==> config.mk <==
export PLATFORM = sky130hd
export DESIGN_NAME = piezo_alarm_seq
export DESIGN_NICKNAME = d
export VERILOG_FILES = /design/src/rtl/piezo_alarm_seq.sv
export SDC_FILE = /design/constraint.sdc
export NUM_CORES = 1
export LEC_CHECK = 0
export ABC_AREA = 1
export BUFFER_PORTS_ARGS = -buffer_cell sky130_fd_sc_hd__buf_4
export CAP_MARGIN = 20
export CORE_MARGIN = 2
export CORE_UTILIZATION = 56
export CTS_CLUSTER_SIZE = 24
export DETAILED_ROUTE_END_ITERATION = 6
export GPL_TIMING_DRIVEN = 0
export HOLD_SLACK_MARGIN = 0.08
export PLACE_DENSITY = 0.7
export REMOVE_ABC_BUFFERS = 1
export SYNTH_ARGS = -nofsm -noshare
export SYNTH_HDL_FRONTEND = slang
export SYNTH_SLANG_ARGS = --single-unit
==> constraint.sdc <==
create_clock -name clk -period 3.6 [get_ports clk]
set_clock_uncertainty 0.1 [all_clocks]
set_input_delay 0.72 -clock clk [delete_from_list [all_inputs] [get_ports clk]]
set_output_delay 0.72 -clock clk [all_outputs]
set_load 0.05 [all_outputs]
==> src/rtl/piezo_alarm_seq.sv <==
// Priority-based multi-alarm melody sequencer driving a complementary piezo pair.
// Optional feature macro PIEZO_ACK_EN adds an ack input that mutes the playing alarm until its request drops.
module piezo_alarm_seq #(
  parameter int NUM_ALARMS = 3,
  parameter int NOTES = 4,
  parameter int HP_W = 16,
  parameter logic [NUM_ALARMS*NOTES*HP_W-1:0] NOTE_HP = {12{16'd25000}},
  parameter int NOTE_DUR_CYC = 2**23,
  parameter int GAP_CYC = 2**25,
  parameter int FAST_SIM = 0,
  parameter int FAST_SHIFT = 10
) (
  input  logic                  clk,
  input  logic                  rst,
  input  logic [NUM_ALARMS-1:0] alarm_req,
`ifdef PIEZO_ACK_EN
  input  logic                  ack,
`endif
  output logic                  piezo,
  output logic                  piezo_n,
  output logic                  active,
  output logic [(NUM_ALARMS > 1 ? $clog2(NUM_ALARMS) : 1)-1:0] cur_alarm
);

  localparam int AW      = NUM_ALARMS > 1 ? $clog2(NUM_ALARMS) : 1;
  localparam int NW      = NOTES > 1 ? $clog2(NOTES) : 1;
  localparam int ENTRIES = NUM_ALARMS * NOTES;
  localparam int DUR_RAW = (FAST_SIM != 0) ? (NOTE_DUR_CYC >> FAST_SHIFT) : NOTE_DUR_CYC;
  localparam int GAP_RAW = (FAST_SIM != 0) ? (GAP_CYC >> FAST_SHIFT) : GAP_CYC;
  localparam int DUR_N   = DUR_RAW < 1 ? 1 : DUR_RAW;
  localparam int GAP_N   = GAP_RAW < 1 ? 1 : GAP_RAW;
  localparam int DUR_W   = DUR_N > 1 ? $clog2(DUR_N) : 1;
  localparam int GAP_W   = GAP_N > 1 ? $clog2(GAP_N) : 1;

  localparam logic [DUR_W-1:0] DUR_LAST  = DUR_W'(DUR_N - 1);
  localparam logic [DUR_W-1:0] DUR_ONE   = DUR_W'(1);
  localparam logic [GAP_W-1:0] GAP_LAST  = GAP_W'(GAP_N - 1);
  localparam logic [GAP_W-1:0] GAP_ONE   = GAP_W'(1);
  localparam logic [NW-1:0]    NOTE_LAST = NW'(NOTES - 1);
  localparam logic [NW-1:0]    NOTE_ONE  = NW'(1);
  localparam logic [HP_W-1:0]  HP_ONE    = HP_W'(1);

  typedef enum logic [1:0] {IDLE, PLAY, GAP} state_t;

  state_t            state, state_d;
  logic [AW-1:0]     cur_d;
  logic [NW-1:0]     note, note_d;
  logic [DUR_W-1:0]  dur_cnt, dur_d;
  logic [GAP_W-1:0]  gap_cnt, gap_d;
  logic [HP_W-1:0]   hp_cnt, hp_d, hp_cur;
  logic              piezo_d, piezo_n_d;
  logic [NUM_ALARMS-1:0] eligible;
  logic [AW-1:0]     top;
  logic              req_any, gap_done, start;

`ifdef PIEZO_ACK_EN
  logic [NUM_ALARMS-1:0] muted, muted_d;
  logic                  gap_zero, gap_zero_d, ack_hit;
`endif

  // The table is written a0n0 first, so entry 0 occupies the most significant field.
  function automatic logic [HP_W-1:0] hp_of(input logic [AW-1:0] a, input logic [NW-1:0] n);
    int e;
    e = int'(a) * NOTES + int'(n);
    return NOTE_HP[(ENTRIES-1-e)*HP_W +: HP_W];
  endfunction

  function automatic logic [AW-1:0] top_idx(input logic [NUM_ALARMS-1:0] r);
    logic [AW-1:0] idx;
    idx = '0;
    for (int i = 0; i < NUM_ALARMS; i++)
      if (r[i]) idx = AW'(i);
    return idx;
  endfunction

  // NOTE: every variable gets a default at the top of an always_comb so no path leaves it unassigned (no latches).
  always_comb begin
`ifdef PIEZO_ACK_EN
    eligible = alarm_req & ~muted;
    ack_hit  = ack && (state != IDLE);
    gap_done = (gap_cnt == GAP_LAST) || gap_zero;
`else
    eligible = alarm_req;
    gap_done = (gap_cnt == GAP_LAST);
`endif
    req_any = |eligible;
    top     = top_idx(eligible);
    hp_cur  = hp_of(cur_alarm, note);

    state_d = state;
    cur_d   = cur_alarm;
    note_d  = note;
    dur_d   = dur_cnt;
    hp_d    = hp_cnt;
    gap_d   = gap_cnt;
    piezo_d = 1'b0;
    start   = 1'b0;

    case (state)
      IDLE: start = req_any;
      PLAY: begin
        if (req_any && top > cur_alarm) begin
          start = 1'b1;
        end else if (dur_cnt == DUR_LAST) begin
          dur_d = '0;
          hp_d  = '0;
          if (note == NOTE_LAST) begin
            state_d = GAP;
            gap_d   = '0;
            note_d  = '0;
          end else begin
            note_d = note + NOTE_ONE;
          end
        end else begin
          dur_d = dur_cnt + DUR_ONE;
          if (hp_cur != '0) begin
            if (hp_cnt == hp_cur - HP_ONE) begin
              hp_d    = '0;
              piezo_d = ~piezo;
            end else begin
              hp_d    = hp_cnt + HP_ONE;
              piezo_d = piezo;
            end
          end
        end
      end
      GAP: begin
        if (req_any && (top > cur_alarm || gap_done)) begin
          start = 1'b1;
        end else if (gap_done) begin
          state_d = IDLE;
          gap_d   = '0;
        end else begin
          gap_d = gap_cnt + GAP_ONE;
        end
      end
      default: state_d = IDLE;
    endcase

    if (start) begin
      state_d = PLAY;
      cur_d   = top;
      note_d  = '0;
      dur_d   = '0;
      hp_d    = '0;
      gap_d   = '0;
      piezo_d = 1'b0;
    end

`ifdef PIEZO_ACK_EN
    muted_d    = muted & alarm_req;
    gap_zero_d = (state_d == GAP) && gap_zero;
    if (ack_hit) begin
      muted_d[cur_alarm] = 1'b1;
      if (!start) begin
        state_d    = GAP;
        gap_d      = '0;
        gap_zero_d = 1'b1;
        note_d     = '0;
        dur_d      = '0;
        hp_d       = '0;
        piezo_d    = 1'b0;
      end
    end
`endif

    // Complement is driven only while a tone sounds, so the transducer never sees DC.
    piezo_n_d = (state_d == PLAY) && (hp_of(cur_d, note_d) != '0) && !piezo_d;
  end

  // NOTE: sequential state uses non-blocking assignments so every register samples pre-edge values.
  always_ff @(posedge clk or posedge rst) begin
    if (rst) begin
      state     <= IDLE;
      cur_alarm <= '0;
      note      <= '0;
      dur_cnt   <= '0;
      hp_cnt    <= '0;
      gap_cnt   <= '0;
      piezo     <= 1'b0;
      piezo_n   <= 1'b0;
`ifdef PIEZO_ACK_EN
      muted     <= '0;
      gap_zero  <= 1'b0;
`endif
    end else begin
      state     <= state_d;
      cur_alarm <= cur_d;
      note      <= note_d;
      dur_cnt   <= dur_d;
      hp_cnt    <= hp_d;
      gap_cnt   <= gap_d;
      piezo     <= piezo_d;
      piezo_n   <= piezo_n_d;
`ifdef PIEZO_ACK_EN
      muted     <= muted_d;
      gap_zero  <= gap_zero_d;
`endif
    end
  end

  assign active = (state != IDLE);

endmodule

* Word level (Yosys, flattened, before mapping)
Index checks and enable logic that the tools add are counted.
** Word-level totals
- Word-level logic and storage cells :: 91
- Flip-flop bits (word level) :: 72
- Input port bits :: 5
** Operators by class
- Reduce and logical (&&, ||, !) cells :: 17
- Bitwise gates (word level) :: 1
- Shifts and indexed selects :: 2
- Mux-type cells :: 41
- Equal/unequal tests :: 12
- Order comparisons :: 1
- Add/subtract/negate cells :: 9
** Operator list (count)
- indexed part select 192 x 10 -> 16 bit (first input constant) :: 2
- 2-to-1 mux 25 bit :: 6
- 2-to-1 mux 16 bit :: 6
- 2-to-1 mux 23 bit :: 4
- one-hot mux 25 bit (2 select lines) :: 1
- nonzero test 16 bit :: 2
- 2-to-1 mux 2 bit :: 13
- adder 25 x 1 -> 25 bit (second input constant) :: 1
- == test 25 bit (second input constant) :: 1
- adder 23 x 1 -> 23 bit (second input constant) :: 1
- == test 23 bit (second input constant) :: 1
- adder 16 x 1 -> 16 bit (second input constant) :: 1
- == test 16 bit :: 1
- subtractor 16 x 1 -> 16 bit (second input constant) :: 1
- inequality test 3 bit (second input constant) :: 4
- subtractor 4 x 5 -> 6 bit (first input constant) :: 2
- adder 4 x 2 -> 5 bit :: 2
- 2-to-1 mux 1 bit :: 9
- one-hot mux 2 bit (3 select lines) :: 1
- nonzero test 3 bit :: 2
- AND reduction 5 bit :: 1
- == test 2 x 1 -> 1 bit (second input constant) :: 2
- == test 2 bit (second input constant) :: 2
- logical AND 1 bit :: 4
- 12 further kinds :: 13

* Longest topological paths before layout
Gate-level depths: netlist of the first run.
- Depth after elaboration :: 14
- Depth in mapped cells :: 20
- Mapped depth without buffers :: 20

* Least setup slack after synthesis of the first run
No wires, ideal clock.
- Path type :: input to register
- Start point :: input alarm_req[2]
- End point :: register piezo_n
- Stages on the path :: 16
- Path buffers :: 1
- Setup time :: 117 ps
- Slack :: 844 ps
- Data arrival time :: 2540 ps
- Data required time :: 3383 ps
- Path through :: inv_1 > nand2_1 > ha_1 > a22oi_1 > nor2_1 > nand2_2 > nand3_4 > nand2_2 > buf_4 > nand2_1 > nand2_1 > inv_1 > ha_1 > nand3b_1 > nand2_1 > nor2_1
** On the way
- Word-level cells in the longest chain between the ends :: 13
** Ends and longest elaborated chain
- from (decl) :: line 15 : input logic [NUM_ALARMS-1:0] alarm_req,
- 2-to-1 mux 2 bit :: line 72 : if (r[i]) idx = AW'(i);
- > comparator 2 bit :: line 102, 128
- logical OR 1 bit :: line 128 : if (req_any && (top > cur_alarm || gap_done)) begin
- logical AND 1 bit :: line 128
- 2-to-1 mux 1 bit :: line 128
- one-hot mux 1 bit (3 select lines) :: line 99 : case (state)
- 2-to-1 mux 2 bit (*) :: line 140 : if (start) begin
- net cur_d[0] :: line 46 : logic [AW-1:0] cur_d;
- adder 4 x 2 -> 5 bit (*) :: line 64 : e = int'(a) * NOTES + int'(n);
- subtractor 4 x 5 -> 6 bit (*) :: line 65 : return NOTE_HP[(ENTRIES-1-e)*HP_W +: HP_W];
- indexed part select 192 x 10 -> 16 bit (*) :: line 65
- nonzero test 16 bit (*) :: line 168 : piezo_n_d = (state_d == PLAY) && (hp_of(cur_d, note_d) != '0) && !piezo_d;
- logical AND 1 bit (*) (2 in a row) :: line 168
- net piezo_n_d :: line 51 : logic piezo_d, piezo_n_d;
- to (signal assigned) :: line 194 : piezo_n <= piezo_n_d;
- to (decl) :: line 20 : output logic piezo_n,
Mark *: on every way through the listed nets, which the timed path passes. The rest lies on a longest branch.
A chain may end at the register's enable or synchronous reset.

* Worst setup path after layout of the first run
- Start point :: register gap_cnt[0]
- End point :: register piezo_n
** On the way
- Word-level cells in the longest chain between the ends :: 12
** Ends and longest elaborated chain
- from (decl) :: line 49 : logic [GAP_W-1:0] gap_cnt, gap_d;
- from (signal assigned) :: line 192 : gap_cnt <= gap_d;
- == test 25 bit (*) :: line 84 : gap_done = (gap_cnt == GAP_LAST);
- logical OR 1 bit :: line 128
- logical AND 1 bit :: line 128
- 2-to-1 mux 1 bit :: line 128
- one-hot mux 1 bit (3 select lines) :: line 99
- 2-to-1 mux 2 bit :: line 140
- adder 4 x 2 -> 5 bit :: line 64
- subtractor 4 x 5 -> 6 bit :: line 65
- indexed part select 192 x 10 -> 16 bit :: line 65
- nonzero test 16 bit :: line 168
- logical AND 1 bit :: line 168
- logical AND 1 bit (*) :: line 168
- net piezo_n_d :: line 51
Marked as above.

==> results_dict.tcl, run 1 <==
set metrics [dict create \
    numCtsBuffers 9 \
    p_sw_mw 1.051 \
    die-area_um2 9066 \
    grt_pass1_vias 4138 \
    leakage_nw 2.215 \
    regArea_um2 1802 \
    htreeDepth 3 \
    synth.yosys.seq_area_share 0.3867 \
    synth_xor_area_frac 0.04511 \
    avgSynthCellArea_um2 7.071 \
    grt_setup_unrepaired "false" \
    maxCapViolations 0 \
    hold_violations 0 \
    grt_start_max_net_pins 73 \
    track_usage 0.2676 \
    p_per_area_nw_per_um2 491.5 \
    reg2reg_depth 17 \
    holdBufCountCts 0 \
    p_comb_frac 0.374 \
    final_area_um2 4996 \
    synth.distinct_cells 37 \
    status "finished, final reports clean" \
    muxShareOfSynthArea 0 \
    clkSinkCount 72 \
    num_vias 4400 \
    insertion_delay_ns 0.35 \
    synth_compound_area_frac 0.07546 \
    synth-simple-area-share 0.3859 \
    drive_gt1_frac 0.08000 \
    std_cell_rows 33 \
    dr.pass1.iters 6 \
    arrival_ns 3.46 \
    setup_viol 0 \
    min_path_type "register to register" \
    synth_top_family_by_area "simple AND/OR/NAND/NOR gates" \
    core_area_um2 8134 \
    finalCritPeriodShare 0.9082 \
    synthToLayoutAreaGrowth_pct 7.223 \
    ir_worst_vdd_mv 0.3366 \
    synth_cells 659 \
    routed_wl_mm 11.07 \
    worstSetupPathType "register to register" \
    swShare 0.4279 \
    wl_per_cell_um 14.19 \
    slew_viol_final 0 \
    internal-power_mw 1.405 \
    yosys_warnings 0 \
    nets 686 \
    postRouteAntennaNets 0 \
    synth.top_cell.area_share 0.3867 \
    post_cts_buffers 0 \
    ff2ff_setup_slack_ns 0.33 \
    clk_root_buffer_cell "clkbuf_8" \
    post-dp-hpwl_mm 8.015 \
    preCtsSetupSlack_ns 0.02797 \
    ys_ff_latch 72 \
    multi_input_area_um2 2497 \
    setup_tns_ns 0 \
    syn-cell-area_um2 4659 \
    utilization 0.6142 \
    gp_congestion 0.9174 \
    initial_utilization 0.5728 \
    grt_pass1_wl_mm 19.06 \
    die_w_um 95.22 \
    drtIter0Drc 310 \
    total_power_mw 2.456 \
    synthAdderAreaFrac 0.02954 \
    tightestPinTransition_ns 0.9148 \
    maxSlewHeadroom 0.3901 \
    tritoncts "built" \
    hold_path_depth 2 \
    fmax_ghz 0.3058 \
    gr-total-overflow 0 \
    diodes 0 \
    worstPathRequired_ns 3.79 \
    antenna_found_initial 0 \
    start_kind "register" \
    viasPerCell 5.641 \
    cts_resized 0 \
    setup_slack_ns 0.3304 \
    p_clk_frac 0.252 \
    clk_pin_slew_worst_paths_ns 0.09 \
    cts_max_path_buffers 2 \
    period_needed_ns 3.270 \
    n_fill_cell 759 \
    cp_max_fo 28 \
    synth_top_cells_by_area "dfrtp_1 (39%), nand2_1 (14%), nor2_1 (6.4%)" \
    portBuffers 9 \
    postPlaceCellArea_um2 4812 \
    crit_path_end_kind "register" \
    seq_power_share 0.374 \
    drc 0 \
    synth_top_cell_by_area "dfrtp_1" \
    pin_count 10 \
    fp.dieH_um 95.22 \
]
critical path, cell delays in order, from the launching register on:
cell,delay [ns]
dfrtp_1,0.47
ha_1,0.28
nand2_1,0.13
nor2_4,0.16
nand2_2,0.13
nor2_4,0.16
nand3_2,0.09
nand2_2,0.09
nand3_4,0.11
nand2_2,0.29
inv_2,0.29
nand2_1,0.16
nand2_1,0.09
ha_1,0.28
inv_1,0.03
nor3_1,0.17
nor2_1,0.06
nor2_1,0.09
per-layer routing:
layer / global-route usage / routed length [um] / vias to the layer above
met1: 0.3573 / 5193 / 2093
met5: 0 / 0 / -
met2: 0.4425 / 5288 / 120
met3: 0.05217 / 434 / 12
li1: - / - / 2175
met4: 0.07729 / 150 / 0
flip-flops by register name (all words and copies together) (netlist names):
register / count
piezo_n: 1
piezo: 1
hp_cnt: 16
state: 2
note: 2
gap_cnt: 25
dur_cnt: 23
cur_alarm: 2
kinds of logic (layout without fill, tap and decap cells):
family                     after synthesis  after routing
adders and majority gates               11             11
DFF                                     72             72
and+or+nand+nor                        397            397
buffers and inverters                   90            106
xor gates and xnor gates                24             24
AOI/OAI and AO/OA                       65             65
layout make-up:
class                      instances  area share
multi-input combinational        497      0.4999
sequential                        72      0.3606
inverter                          80     0.06061
clock buffer                      12     0.03105
tap                              105     0.02630
timing repair buffer              10     0.01578
clock inverter                     4    0.005760
cells in the mapped netlist (all sizes together):
cell and instances:
nand3 47, or2 5, o21a 1, nand4 24
clkbuf 2, a221oi 1, dfrtp 72, inv 80
nand3b 4, buf 8, and2 1, a21oi 14
ha 11, nor3 32, and3 2, a22oi 1
o211a 1, nor4 11, o31ai 3, o21bai 2
xor2 24, nor2 88, nand2 183, o21ai 42
cell usage in the layout, fill, tap and decap left out, types with 3 or more instances in the layout:
cell type / n
a21oi_1: 14
buf_4: 9
clkbuf_8: 11
dfrtp_1: 72
ha_1: 11
inv_1: 74
inv_2: 5
nand2_1: 178
nand2_2: 4
nand3_1: 44
nand3b_1: 4
nand4_1: 23
nor2_1: 80
nor2_2: 5
nor2_4: 3
nor3_1: 31
nor4_1: 11
o21ai_0: 35
o21ai_1: 7
o31ai_1: 3
or2_2: 5
xor2_1: 24
through the flow:
stage / hold WS (ns) / instances
final: 0.4161 / 780
after global routing: 0.4467 / 780
after CTS: 0.4165 / 780
after detailed placement: 0.3970 / 764
after global placement: 0.3926 / 763
after floorplan: 0.3702 / 649
path summary, 6_finish.rpt:
check                                       start                 endpoint
setup / recovery           gap_cnt[0]$_DFFE_PP0P_        piezo_n$_DFF_PP0_
hold / removal             dur_cnt[1]$_DFFE_PP0P_   dur_cnt[1]$_DFFE_PP0P_
setup reg to reg           gap_cnt[0]$_DFFE_PP0P_        piezo_n$_DFF_PP0_
hold reg to reg            dur_cnt[1]$_DFFE_PP0P_   dur_cnt[1]$_DFFE_PP0P_
max in group asynchronous                     rst  gap_cnt[12]$_DFFE_PP0P_
min in group asynchronous                     rst          piezo$_DFF_PP0_
power by group through the flow:
stage | Sequential [mW] | Clock [mW] | Combinational, mW
floorplan | 0.979 | 0 | 0.608
global route | 0.925 | 0.661 | 1.06
global placement | 0.931 | 0 | 0.890
CTS | 0.918 | 0.624 | 0.921
detailed placement | 0.933 | 0 | 0.919
finish | 0.919 | 0.619 | 0.918
Power figures use the tool's default switching activity.
==> run 2: changes to the inputs <==
- MAX_ROUTING_LAYER: default -> met4
==> results_dict.tcl, run 2 (synthesized netlist as in run 1, its figures left out) <==
set metrics [dict create \
    drtIter0Drc 318 \
    wl_per_cell_um 14.14 \
    diodes 0 \
    pin_count 10 \
    tritoncts "built" \
    period_needed_ns 3.263 \
    grt_setup_unrepaired "false" \
    finalCritPeriodShare 0.9064 \
    largest_register "gap_cnt" \
    post_cts_buffers 0 \
    std_cell_rows 33 \
    cts_max_path_buffers 2 \
    num_vias 4347 \
    gp_congestion 0.9335 \
    final_cell_mix "nand2_1 (178), nor2_1 (80), inv_1 (74), dfrtp_1 (72), nand3_1 (44)" \
    grt_start_max_net_pins 73 \
    utilization 0.6142 \
    track_usage 0.2756 \
    setup_viol 0 \
    ir_worst_vdd_mv 0.3349 \
    worstPathCellList "ha_1 > nand2_1 > nor2_4 > nand2_2 > nor2_4 > nand3_2 > nand2_2 > nand3_4 > nand2_2 > inv_2 > nand2_1 > nand2_1 > ha_1 > inv_1 > nor3_1 > nor2_1 > nor2_1" \
    slew_viol_final 0 \
    drc 0 \
    dp.cells 764 \
    worstSetupPathType "register to register" \
    cp_max_fo 28 \
    post-dp-hpwl_mm 8.015 \
    clkSinkCount 72 \
    fp.dieH_um 95.22 \
    gr-total-overflow 0 \
    core_area_um2 8134 \
    holdBufCountCts 0 \
    routed_wl_mm 11.03 \
    numCtsBuffers 9 \
    clk_pin_slew_worst_paths_ns 0.09 \
    grt_pass1_wl_mm 19.08 \
    maxCapViolations 0 \
    final_common_cell "nand2_1" \
    leakage_nw 2.215 \
    hold_violations 0 \
    portBuffers 9 \
    viasPerCell 5.573 \
    path_buf_inv 2 \
    holdWs_ns 0.4155 \
    insertion_delay_ns 0.35 \
    synthToLayoutAreaGrowth_pct 7.223 \
    grt_pass1_vias 4135 \
    setup_tns_ns 0 \
    worstPathRequired_ns 3.80 \
    crit_path_end_kind "register" \
    tightestPinTransition_ns 0.9124 \
    die_w_um 95.22 \
    final_cell_count_no_fill 780 \
    cp_top_family "simple AND/OR/NAND/NOR gates" \
    slowest_delay_ns 0.47 \
    nets 686 \
    maxSlewHeadroom 0.3917 \
    initial_utilization 0.5728 \
    postRouteAntennaNets 0 \
    drive_gt1_frac 0.08000 \
    arrival_ns 3.46 \
    htreeDepth 3 \
    die-area_um2 9066 \
    p_per_area_nw_per_um2 491.2 \
    cp_slowest_cell "dfrtp_1" \
    largest_reg_flops 25 \
    clk_root_buffer_cell "clkbuf_8" \
    status "finished, final reports clean" \
    reg_top3 "gap_cnt x25, dur_cnt x23, hp_cnt x16" \
    dr.pass1.iters 6 \
    start_kind "register" \
    cts_resized 0 \
    fmax_ghz 0.3065 \
    min_path_type "register to register" \
    antenna_found_initial 0 \
]
==> run 2: cell counts in the layout (fill, tap and decap cells not counted) <==
Identical to the previous run, type by type.
==> run 2: cell type report <==
cell class                 count  area, um^2
clock buffer                  12       155.1
clock inverter                 4       28.78
fill                         759        3138
inverter                      80       302.8
multi-input combinational    497        2497
sequential                    72        1802
tap                          105       131.4
timing repair buffer          10       78.83
==> run 2: tightest hold or removal path, stage by stage, from the launching register on <==
cell and delay (ns):
dfrtp_1 0.37, nand2_1 0.06, nand2_1 0.06
==> run 2: stage by stage <==
step / area, um^2 / setup slack, ns / total power [mW]
global placement: 4798 / 0.04453 / 1.821
global route: 4996 / 0.002944 / 2.649
floorplan: 4599 / 0.6984 / 1.586
finish: 4996 / 0.3368 / 2.454
detailed placement: 4812 / 0.02797 / 1.853
CTS: 4996 / 0.3578 / 2.462
==> run 2: routing by layer <==
metal,track usage,part of all wire
met5,-,0
met4,0.08092,0.015
met3,0.05217,0.038
met1,0.3573,0.47
met2,0.4413,0.48
==> run 2: path summary, 6_finish.rpt <==
path	start	end	slack, ns	cells past startpoint
max	gap_cnt[0]$_DFFE_PP0P_	piezo_n$_DFF_PP0_	0.34	17
max in group asynchronous	rst	gap_cnt[12]$_DFFE_PP0P_	2.33	2
min reg2reg	dur_cnt[1]$_DFFE_PP0P_	dur_cnt[1]$_DFFE_PP0P_	0.42	2
max reg2reg	gap_cnt[0]$_DFFE_PP0P_	piezo_n$_DFF_PP0_	0.34	17
min	dur_cnt[1]$_DFFE_PP0P_	dur_cnt[1]$_DFFE_PP0P_	0.42	2
min in group asynchronous	rst	hp_cnt[0]$_DFFE_PP0P_	0.43	2
==> run 2: report_power, final <==
part	internal (mW)	switching [mW]	total (mW)
clock network	0.289	0.329	0.618
logic	0.249	0.669	0.918
registers	0.867	0.0510	0.918
==> run 3: changes to the inputs <==
- ABC_AREA: 1 -> default
- PLACE_DENSITY: 0.7 -> 0.71
==> results_dict.tcl, run 3 <==
set metrics [dict create \
    status "finished, final reports clean" \
    synthAdderAreaFrac 0.03280 \
    slowest_delay_ns 0.64 \
    gr-total-overflow 0 \
    cts_max_path_buffers 2 \
    critPathLaunch "gap_cnt[0]$_DFFE_PP0P_" \
    ys_ff_latch 72 \
    initial_utilization 0.5786 \
    core_area_um2 7253 \
    yosysMostFrequentCell "dfrtp_1" \
    min_path_type "input pin to asynchronous set/reset pin" \
    synth-simple-area-share 0.2624 \
    die-area_um2 8202 \
    utilization 0.6386 \
    cp_max_fo 9 \
    period_needed_ns 3.337 \
    grt_pass1_wl_mm 15.77 \
    worstPathCellList "ha_1 > nand3_2 > or4b_4 > o211ai_4 > and3_2 > o21ai_0 > ha_1 > nor2_1 > a31oi_1 > o311ai_0 > a311oi_2" \
    std_cell_rows 31 \
    synth_top_cells_by_area "dfrtp_1 (43%), a31oi_1 (4.9%), nand2_1 (4.7%)" \
    tritoncts "built" \
    htreeDepth 3 \
    largest_register "gap_cnt" \
    pin_count 10 \
    final_common_cell "dfrtp_1" \
    post_cts_buffers 0 \
    final_cell_mix "dfrtp_1 (72), nand2_1 (53), nor2_1 (38), o21ai_0 (37), nand3_1 (34)" \
    yosys_warnings 0 \
    holdWs_ns 0.2442 \
    synth_xor_area_frac 0.01878 \
    muxShareOfSynthArea 0.01491 \
    dr.pass1.iters 7 \
    hold_violations 0 \
    start_kind "register" \
    largest_reg_flops 25 \
    crit_top_cell "ha_1" \
    cp_slowest_cell "or4b_4" \
    portBuffers 9 \
    crit_path_end_kind "register" \
    diodes 0 \
    nets 494 \
    drc 0 \
    routed_wl_mm 8.999 \
    synth_compound_area_frac 0.2045 \
    ir_worst_vdd_mv 0.2850 \
    viasPerCell 6.208 \
    arrival_ns 3.49 \
    wl_per_cell_um 15.46 \
    worstPathRequired_ns 3.75 \
    reg2reg_depth 11 \
    p_per_area_nw_per_um2 568.8 \
    die_w_um 90.57 \
    tightestPinTransition_ns 0.9887 \
    synth_cells 472 \
    cp_top_family "simple AND/OR/NAND/NOR gates" \
    rr_startpoint "gap_cnt[0]$_DFFE_PP0P_" \
    path_buf_inv 0 \
    clkSinkCount 72 \
    postRouteAntennaNets 0 \
    synth_commonest_cells "dfrtp_1 (72), nand2_1 (53), nor2_1 (38), o21ai_0 (37), nand3_1 (35)" \
    setup_tns_ns 0 \
    syn-cell-area_um2 4197 \
    synth_top_family_by_area "simple AND/OR/NAND/NOR gates" \
    synth.distinct_cells 61 \
    clk_pin_slew_worst_paths_ns 0.08 \
    async_reset_ff_frac 1.000 \
    synth_edf_count 0 \
    synth_top_cell_by_area "dfrtp_1" \
    fp.dieH_um 90.57 \
    slew_viol_final 0 \
    drive_gt1_frac 0.1118 \
    numCtsBuffers 9 \
    grt_start_max_net_pins 50 \
    cp.depth 11 \
    drtIter0Drc 249 \
    gp_congestion 0.8014 \
    worstSetupPathType "register to register" \
    insertion_delay_ns 0.34 \
    post-dp-hpwl_mm 6.214 \
    maxSlewHeadroom 0.3409 \
    reg_top3 "gap_cnt x25, dur_cnt x23, hp_cnt x16" \
    fmax_ghz 0.2996 \
    grt_pass1_vias 3425 \
    leakage_nw 2.006 \
    synthToLayoutAreaGrowth_pct 10.38 \
    antenna_found_initial 0 \
    finalCritPeriodShare 0.9270 \
    setup_viol 0 \
    synthFlopType "dfrtp_1" \
    synth.top_cell.area_share 0.4293 \
    total_power_mw 2.634 \
    synth.yosys.seq_area_share 0.4293 \
    clk_root_buffer_cell "clkbuf_8" \
    num_vias 3613 \
    grt_setup_unrepaired "false" \
    track_usage 0.2389 \
    avgSynthCellArea_um2 8.891 \
    holdBufCountCts 0 \
    maxCapViolations 0 \
]
## run 3: cell count changes after synthesis, sizes merged, moves of 7 or more
cell   previous run  this run
a21oi            14        24
a22o              0         7
a31oi             0        34
and3              2         9
inv              80        15
nand2           183        54
nand3            47        37
nand4            24        12
nor2             88        39
nor3             32         7
xor2             24         3
## run 3: cell families (layout without fill, tap and decap cells)
group / after synthesis / count (layout)
AOI/OAI and AO/OA: 134 / 134
xor gates and xnor gates: 9 / 9
adders and majority gates: 11 / 11
buffers and inverters: 34 / 45
DFF: 72 / 72
muxes: 6 / 6
and+or+nand+nor: 206 / 206
## run 3: path summary, 6_finish.rpt
kind / to / slack (ns)
setup / recovery: piezo_n$_DFF_PP0_ / 0.26
hold / removal: dur_cnt[2]$_DFFE_PP0P_ / 0.24
setup reg to reg: piezo_n$_DFF_PP0_ / 0.26
hold reg to reg: dur_cnt[14]$_DFFE_PP0P_ / 0.39
max in group asynchronous: gap_cnt[14]$_DFFE_PP0P_ / 2.61
min in group clk: dur_cnt[14]$_DFFE_PP0P_ / 0.39
## run 3: final cells by class
type | count | area (um^2)
clock buffer | 11 | 141.4
sequential | 72 | 1802
multi-input combinational | 366 | 2278
timing repair buffer | 14 | 147.6
clock inverter | 5 | 80.08
inverter | 15 | 58.81
fill | 617 | 2621
tap | 99 | 123.9
## run 3: per-layer routing
metal / wire length (um) / vias up / part of all wire / GRT usage
met1: 4068 / 1735 / 0.45 / 0.3070
met3: 339 / 14 / 0.038 / 0.03172
met4: 175 / 0 / 0.019 / 0.1013
met5: 0 / - / 0 / -
li1: - / 1778 / - / -
met2: 4416 / 86 / 0.49 / 0.3825
## run 3: timing repair
action	CTS	global route
setup endpoints to repair	0	1
endpoints found under the hold margin	0	0
gates resized for setup	0	3
## run 3: metrics by stage
| step | cells | worst slack, ns | cell area, um^2 |
|---|---|---|---|
| global route | 582 | 0.04823 | 4632 |
| detailed placement | 566 | -0.1454 | 4398 |
| finish | 582 | 0.2627 | 4632 |
| floorplan | 453 | -0.2012 | 4096 |
| global placement | 561 | -1.130 | 4288 |
| CTS | 582 | 0.04643 | 4619 |
## run 3: power breakdown
| part | switching (mW) | internal [mW] |
|---|---|---|
| clock network | 0.300 | 0.408 |
| logic | 0.639 | 0.351 |
| registers | 0.0671 | 0.870 |
| total | 1.01 | 1.63 |
